<file path="src/rtl/rf_stream_pkg.sv">
// Shared constants and FSM state type for the register-file stream reader.
// Optional beat marker enabled by RF_STREAM_LAST_EN.
package rf_stream_pkg;

  localparam int WIDTH   = 16;
  localparam int ENTRIES = 16;
  localparam int ADDR_W  = $clog2(ENTRIES);

  typedef enum logic [1:0] {
    IDLE,
    STREAM,
    DONE
  } state_t;

endpackage

</file>
<file path="src/rtl/rf_addr_counter.sv">
// Loadable wrapping read address plus remaining-beat counter.
// RF_STREAM_LAST_EN adds a flag marking one beat left.
module rf_addr_counter
  import rf_stream_pkg::*;
(
  input  logic              clock,
  input  logic              reset_n,
  input  logic              init,
  input  logic              step,
  input  logic [ADDR_W-1:0] base_addr,
  input  logic [ADDR_W:0]   count,
  output logic [ADDR_W-1:0] addr,
`ifdef RF_STREAM_LAST_EN
  output logic              last,
`endif
  output logic              zero
);

  logic [ADDR_W:0] remaining;

  always_ff @(posedge clock or negedge reset_n) begin
    if (!reset_n) begin
      addr      <= '0;
      remaining <= '0;
    end else if (init) begin
      addr      <= base_addr;
      remaining <= count;
    end else if (step) begin
      addr      <= addr + 1'b1;
      remaining <= remaining - 1'b1;
    end
  end

  assign zero = (remaining == '0);

`ifdef RF_STREAM_LAST_EN
  assign last = (remaining == (ADDR_W+1)'(1));
`endif

endmodule

</file>
<file path="src/rtl/rf_stream_reader.sv">
// Burst read sequencer: walks RF entries and streams them on valid/ready.
// RF_STREAM_LAST_EN adds out_last on the final beat.
module rf_stream_reader
  import rf_stream_pkg::*;
(
  input  logic              clock,
  input  logic              reset_n,
  input  logic              start,
  input  logic [ADDR_W-1:0] base_addr,
  input  logic [ADDR_W:0]   count,
  output logic [ADDR_W-1:0] address_R,
  input  logic [WIDTH-1:0]  RF_out,
  output logic [WIDTH-1:0]  out_data,
  output logic              out_valid,
  input  logic              out_ready,
`ifdef RF_STREAM_LAST_EN
  output logic              out_last,
`endif
  output logic              busy,
  output logic              done
);

  state_t state, state_nxt;
  logic   init, load, accept, zero;

`ifdef RF_STREAM_LAST_EN
  logic last;
`endif

  rf_addr_counter u_cnt (
    .clock     (clock),
    .reset_n   (reset_n),
    .init      (init),
    .step      (load),
    .base_addr (base_addr),
    .count     (count),
    .addr      (address_R),
`ifdef RF_STREAM_LAST_EN
    .last      (last),
`endif
    .zero      (zero)
  );

  assign accept = out_valid && out_ready;

  always_ff @(posedge clock or negedge reset_n) begin
    if (!reset_n) state <= IDLE;
    else          state <= state_nxt;
  end

  always_comb begin
    state_nxt = state;
    init      = 1'b0;
    load      = 1'b0;
    busy      = 1'b0;
    done      = 1'b0;
    unique case (state)
      IDLE: begin
        init = start;
        if (start)
          state_nxt = (count == '0) ? DONE : STREAM;
      end
      STREAM: begin
        busy = 1'b1;
        // refill the output register whenever it is empty or draining
        load = !zero && (!out_valid || out_ready);
        if (zero && accept)
          state_nxt = DONE;
      end
      DONE: begin
        done      = 1'b1;
        state_nxt = IDLE;
      end
      default: state_nxt = IDLE;
    endcase
  end

  always_ff @(posedge clock or negedge reset_n) begin
    if (!reset_n) begin
      out_data  <= '0;
      out_valid <= 1'b0;
    end else if (load) begin
      out_data  <= RF_out;
      out_valid <= 1'b1;
    end else if (accept) begin
      out_valid <= 1'b0;
    end
  end

`ifdef RF_STREAM_LAST_EN
  always_ff @(posedge clock or negedge reset_n) begin
    if (!reset_n)    out_last <= 1'b0;
    else if (load)   out_last <= last;
    else if (accept) out_last <= 1'b0;
  end
`endif

endmodule

</file>
<file path="config.mk">
export PLATFORM = sky130hd
export DESIGN_NAME = rf_stream_reader
export DESIGN_NICKNAME = d
export VERILOG_FILES = /design/src/rtl/rf_stream_pkg.sv /design/src/rtl/rf_addr_counter.sv /design/src/rtl/rf_stream_reader.sv
export SDC_FILE = /design/constraint.sdc
export NUM_CORES = 1
export LEC_CHECK = 0
export CORE_ASPECT_RATIO = 1.2
export CORE_MARGIN = 2
export CORE_UTILIZATION = 42
export DETAILED_ROUTE_END_ITERATION = 8
export HOLD_SLACK_MARGIN = 0.05
export PLACE_DENSITY = 0.84
export SYNTH_ARGS = -nofsm -noshare
export SYNTH_HDL_FRONTEND = slang
export SYNTH_SLANG_ARGS = --single-unit
export TNS_END_PERCENT = 1
</file>
<file path="constraint.sdc">
create_clock -name clock -period 2.1 [get_ports clock]
set_input_delay 0.42 -clock clock [delete_from_list [all_inputs] [get_ports clock]]
set_output_delay 0.42 -clock clock [all_outputs]
set_load 0.005 [all_outputs]
</file>
==> flow_metrics.tcl, run 1 <==
set metrics [dict create \
    hold_class "in -> async" \
    synth_nets 135 \
    cp.arrival_ns 1.60 \
    setup_viol 0 \
    track_usage_pct 17.6 \
    grt_pass1_wl_um 4640 \
    dieArea_sq_um 3480 \
    worstMarginPinSlew_ns 0.359 \
    vias 986 \
    grt_pass1_vias 1120 \
    netlist_area_sq_um 1270 \
    total_power_w 0.00260 \
    antenna_found_initial 0 \
    yosysWarnings 0 \
    cpPeakStageDelay_ns 0.50 \
    skew_ns 0.00726 \
    synth-async-reset-ratio_pct 100 \
    ant_nets 0 \
    syn_area_per_cell_sq_um 12.2 \
    critPathSlowestCell "clkdlybuf4s50_1" \
    cp.required_ns 1.68 \
    layout-drive-gt1-share_pct 18.1 \
    synth_edf_count 0 \
    insertion_delay_ns 0.32 \
    core_sq_um 2840 \
    slew_headroom_pct 75.9 \
    drv_cap 0 \
    drt_wl_total_um 2700 \
    final_net_count 192 \
    synth.top_cells.by_count "dfrtp_1, mux2_2, nand2_1, o21ai_0, o21ai_1" \
    yosysMostFrequentCell "dfrtp_1" \
    seq_area_frac_synth_pct 55.1 \
    route.detailed.drc 0 \
    drtIter0Drc 14 \
    synth_top_area_share_pct 55.1 \
    die_h_um 64.3 \
    critPathBufInv 2 \
    max_freq_mhz 495 \
    worstSetupPathType "reg -> out" \
    pwr_density_cell_nw_per_um2 1390 \
    cp_max_fo 7 \
    die_w_um 54.2 \
    via_per_inst 5.08 \
    grt_max_degree 29 \
    synthCells 104 \
    grt_setup_unrepaired "false" \
    fin_crit_sh_pct 96.2 \
    ys_ff_latch 28 \
    syn2layout_area_growth_pct 47.2 \
    numCtsBuffers 3 \
    clkSinkCount 28 \
    n_antenna_cell 0 \
    crit_chain "nand2b_2 > inv_2 > clkdlybuf4s50_1" \
    setup_tns_ns 0 \
    yosysUniqueCellTypes 26 \
    root_buffer "clkbuf_4" \
    overflow 0 \
    h-tree-depth 1 \
    synth_ff_type "dfrtp_1" \
    p_leak_nw 0.757 \
    rrSetupSlack_ns 0.30 \
    fp-row-count 21 \
    ys_top_cells_by_area "dfrtp_1, mux2_2, nand2_1" \
    critPathLaunchType "register" \
    cts_hold_buffers 0 \
    critical_path.top_delay_family "buffers and inverters" \
    place.gp.congestion 0.791 \
    status "complete, no violations" \
    place_hpwl_um 2160 \
    avgRoutedWirePerCell_um 13.9 \
    slew_violations 0 \
    cts_max_path_buffers 2 \
    clk_pin_slew_ns 0.15 \
    period_minus_slack_ns 2.02 \
    hold_viol 0 \
    end_kind "output pin" \
    port_buffers 51 \
    start_util_pct 44.8 \
    cts_tree "done" \
    ir_worst_vdd_mv 0.743 \
    io_pins 52 \
    yosysTopAreaCell "dfrtp_1" \
    drtPass1Iterations 4 \
]
## area by class of cell
| cell class | count | area, sq um |
|---|---|---|
| sequential | 28 | 701 |
| timing repair buffer | 55 | 541 |
| clock buffer | 4 | 36.3 |
| tap | 34 | 42.5 |
| multi-input combinational | 70 | 541 |
| fill | 240 | 966 |
| inverter | 3 | 11.3 |
## placed cells by master (no fill, tap or decap)
cell	synthesis	routed
clkdlybuf4s50_1	0	51
dfrtp_1	28	28
mux2_2	17	17
nand2_1	10	10
o21ai_0	5	5
o21ai_1	5	5
nor2b_1	4	4
buf_4	0	4
nand3_1	3	3
nor2_1	3	3
xnor2_1	3	3
nand4_1	3	3
xor2_1	3	3
clkbuf_4	0	3
inv_1	3	2
ha_1	2	2
nand2b_2	0	1
inv_2	0	1
nor4b_4	1	1
nor3_4	0	1
or4_1	1	1
nand2b_1	2	1
nor4_1	1	1
a21oi_1	1	1
and3_1	1	1
or4b_1	1	1
mux2i_1	1	1
nor3_1	1	1
o2bb2ai_1	1	1
clkbuf_8	0	1
## worst paths after layout
kind	from	cells after the start	endpoint
setup / recovery	state[1]$_DFFE_PN0P_	3	busy
hold / removal	reset_n	2	u_cnt.remaining[2]$_DFFE_PN0P_
setup reg to reg	u_cnt.remaining[0]$_DFFE_PN0P_	6	out_data[3]$_DFFE_PN0P_
hold reg to reg	out_data[9]$_DFFE_PN0P_	1	out_data[9]$_DFFE_PN0P_
max in group asynchronous	reset_n	2	out_data[11]$_DFFE_PN0P_
min in group clock	out_data[9]$_DFFE_PN0P_	1	out_data[9]$_DFFE_PN0P_
## kinds of logic (layout without fill, tap and decap cells)
group                    after synthesis  after routing  synth area share (%)
multiplexers                          18             18                  15.8
AO/OA/AOI/OAI                         12             12                  5.02
flip-flops                            28             28                  55.1
adder cells (fa/ha/maj)                2              2                  1.97
XOR/XNOR                               6              6                  4.13
buffers and inverters                  6             62                  3.05
AND/OR/NAND/NOR                       32             32                  14.9
## routing by layer
layer	track usage [%]	share of wire [%]	wire length, um	vias to the layer above
met5	0	0	0	-
met4	5.94	1.1	31	0
met3	2.34	4.8	131	2
met2	32.2	55	1490	28
met1	19.8	39	1050	479
li1	-	-	-	477
## sequential cells by signal, summed over array words and instances, names as in the netlist
register         flops
out_data            16
out_valid            1
state                2
u_cnt.addr           4
u_cnt.remaining      5
## where the power goes
part | total, W | internal, W | switching (W) | leakage, nW
Clock | 0.000254 | 0.000106 | 0.000148 | 0.0210
Sequential | 0.00101 | 0.000810 | 0.000203 | 0.328
Combinational | 0.00133 | 0.000846 | 0.000486 | 0.408
## what timing repair did
item	CTS	global route
setup buffers	0	0
resized for setup	1	1
setup endpoints to repair	1	1
## stage by stage
stage / area, sq um / cells / hold WS [ns] / worst slack [ns] / utilization (%)
floorplan: 1270 / 104 / 0.124 / 0.454 / -
global placement: 1830 / 190 / 0.489 / 0.218 / 64.6
detailed placement: 1830 / 190 / 0.494 / 0.180 / 64.6
CTS: 1870 / 194 / 0.468 / 0.0190 / 65.9
global route: 1870 / 194 / 0.490 / 0.0103 / 66.0
finish: 1870 / 194 / 0.459 / 0.0792 / 66.0
Note: power is estimated with default switching activity, not from simulation.
==> inputs of run 2 (changes only) <==
--- a/config.mk
+++ b/config.mk
@@ -5,12 +5,14 @@
 export SDC_FILE = /design/constraint.sdc
 export NUM_CORES = 1
 export LEC_CHECK = 0
+export CAP_MARGIN = 20
 export CORE_ASPECT_RATIO = 1.2
 export CORE_MARGIN = 2
 export CORE_UTILIZATION = 42
 export DETAILED_ROUTE_END_ITERATION = 8
 export HOLD_SLACK_MARGIN = 0.05
 export PLACE_DENSITY = 0.84
+export SLEW_MARGIN = 20
 export SYNTH_ARGS = -nofsm -noshare
 export SYNTH_HDL_FRONTEND = slang
 export SYNTH_SLANG_ARGS = --single-unit
==> results of run 2 <==
No change in the layout: final DEF, timing and power equal those of run 1.
==> inputs of run 3 (changes only) <==
--- a/config.mk
+++ b/config.mk
@@ -11,8 +11,8 @@
 export CORE_UTILIZATION = 42
 export DETAILED_ROUTE_END_ITERATION = 8
 export HOLD_SLACK_MARGIN = 0.05
-export PLACE_DENSITY = 0.84
-export SLEW_MARGIN = 20
+export PLACE_DENSITY_LB_ADDON = 0.1
+export SLEW_MARGIN = 5
 export SYNTH_ARGS = -nofsm -noshare
 export SYNTH_HDL_FRONTEND = slang
 export SYNTH_SLANG_ARGS = --single-unit
==> flow_metrics.tcl, run 3 (synthesis results as in run 1) <==
set metrics [dict create \
    status "complete, no violations" \
    stdcell_count 194 \
    largest_register_ffs 16 \
    cts_tree "done" \
    hold_viol 0 \
    slew_violations 0 \
    worstSetupPathType "reg -> out" \
    place_hpwl_um 1950 \
    critPathLaunchType "register" \
    swShare_pct 30.8 \
    max_freq_mhz 513 \
    io_pins 52 \
    cts_max_path_buffers 2 \
    slew_headroom_pct 76.6 \
    clk_pin_slew_ns 0.15 \
    pwr-share-clk_pct 12.9 \
    grt_max_degree 29 \
    combPwrFrac_pct 49.5 \
    layout-drive-gt1-share_pct 18.1 \
    top_regs "out_data: 16 flops, u_cnt.remaining: 5 flops, u_cnt.addr: 4 flops" \
    grt_pass1_wl_um 4230 \
    route.detailed.drc 0 \
    core_sq_um 2840 \
    antenna_found_initial 0 \
    cp_max_fo 7 \
    p_leak_nw 0.766 \
    power_switching_w 0.000825 \
    placed_cells 190 \
    dieArea_sq_um 3480 \
    root_buffer "clkbuf_4" \
    final_net_count 192 \
    critPathSlowestCell "clkdlybuf4s50_1" \
    pwr-share-seq_pct 37.6 \
    ant_nets 0 \
    fp-row-count 21 \
    period_minus_slack_ns 1.95 \
    met1_usage_pct 20.9 \
    port_buffers 51 \
    cpPeakStageDelay_ns 0.50 \
    drtPass1Iterations 4 \
    critical_path.top_delay_family "buffers and inverters" \
    setup_tns_ns 0 \
    drv_cap 0 \
    track_usage_pct 16.2 \
    syn2layout_area_growth_pct 48.9 \
    largest-register "out_data" \
    worstMarginPinSlew_ns 0.347 \
    grtUsageMet2_pct 26.8 \
    busiest_layer "met2" \
    skew_ns 0.000878 \
    die_w_um 54.2 \
    met3_usage_pct 2.34 \
    grt_pass1_vias 1019 \
    overflow 0 \
    cts_hold_buffers 0 \
    end_kind "output pin" \
    layout_commonest_cell "clkdlybuf4s50_1" \
    fin_crit_sh_pct 92.8 \
    cp.arrival_ns 1.53 \
    p_int_w 0.00185 \
    drt_wl_total_um 2510 \
    hold_class "in -> async" \
    place.gp.congestion 0.803 \
    drtIter0Drc 3 \
    die_h_um 64.3 \
    postCtsSetupBuffers 0 \
    h-tree-depth 1 \
    cp.required_ns 1.68 \
    crit_chain "nand2b_4 > inv_2 > clkdlybuf4s50_1" \
    avgRoutedWirePerCell_um 12.9 \
    pwr_density_cell_nw_per_um2 1410 \
    insertion_delay_ns 0.32 \
    numCtsBuffers 3 \
    start_util_pct 44.8 \
    setup_viol 0 \
    via_per_inst 5.09 \
    clkSinkCount 28 \
    grt_setup_unrepaired "false" \
    ir_worst_vdd_mv 0.863 \
    n_antenna_cell 0 \
    mostFrequentLayoutCells "clkdlybuf4s50_1, dfrtp_1, mux2_2" \
    critPathBufInv 2 \
    vias 987 \
]
==> run 3: changes by cell type in the layout (fill, tap and decap cells not counted) <==
cell | previous run | this run
nand2b_4 | 0 | 1
clkbuf_8 | 1 | 0
bufinv_16 | 0 | 1
nand2b_2 | 1 | 0
==> run 3: what timing repair did <==
| item | in CTS | in global routing |
|---|---|---|
| endpoints found under the hold margin | 0 | 0 |
| resized for setup | 2 | 1 |
| setup endpoints to repair | 1 | 1 |
==> run 3: worst reg2reg max path: stages, from the launching register on <==
cell	delay, ns
dfrtp_1	0.41
inv_1	0.05
ha_1	0.23
nor4b_4	0.16
nor3_4	0.27
buf_4	0.24
mux2_2	0.35
==> run 3: worst paths after layout <==
| check | depth (start not counted) | slack, ns | startpoint | endpoint |
|---|---|---|---|---|
| setup / recovery | 3 | 0.15 | state[1]$_DFFE_PN0P_ | busy |
| hold / removal | 2 | 0.45 | reset_n | out_data[5]$_DFFE_PN0P_ |
| setup reg to reg | 6 | 0.30 | u_cnt.remaining[0]$_DFFE_PN0P_ | out_data[1]$_DFFE_PN0P_ |
| hold reg to reg | 1 | 0.52 | out_data[9]$_DFFE_PN0P_ | out_data[9]$_DFFE_PN0P_ |
| max in group asynchronous | 2 | 1.39 | reset_n | out_data[12]$_DFFE_PN0P_ |
| min in group clock | 1 | 0.52 | out_data[9]$_DFFE_PN0P_ | out_data[9]$_DFFE_PN0P_ |
==> run 3: layout make-up <==
| type | instances | area [sq um] |
|---|---|---|
| clock buffer | 3 | 22.5 |
| clock inverter | 1 | 30.0 |
| fill | 254 | 945 |
| inverter | 3 | 11.3 |
| multi-input combinational | 70 | 546 |
| sequential | 28 | 701 |
| tap | 34 | 42.5 |
| timing repair buffer | 55 | 541 |
==> run 3: metrics by stage <==
step	power, W	hold slack, ns	util, %	cell area [sq um]	worst slack, ns
after detailed placement	0.00235	0.495	64.6	1830	0.167
after global placement	0.00231	0.489	64.6	1830	0.183
after floorplan	0.00171	0.124	-	1270	0.454
after CTS	0.00271	0.451	66.5	1890	0.0446
final	0.00268	0.451	66.7	1890	0.152
after global routing	0.00288	0.476	66.7	1890	0.0790
==> run 3: power by group through the flow <==
stage               logic (W)  registers, W  clock network (W)
global route          0.00145       0.00105           0.000381
detailed placement    0.00133       0.00102                  0
floorplan            0.000700       0.00101                  0
global placement      0.00131       0.00100                  0
CTS                   0.00134       0.00101           0.000361
finish                0.00133       0.00101           0.000345
==> run 3: metal layers <==
| layer | up-vias | routed length (um) |
|---|---|---|
| met4 | 0 | 19 |
| met3 | 2 | 148 |
| met5 | - | 0 |
| met1 | 478 | 1080 |
| met2 | 30 | 1260 |
| li1 | 477 | - |
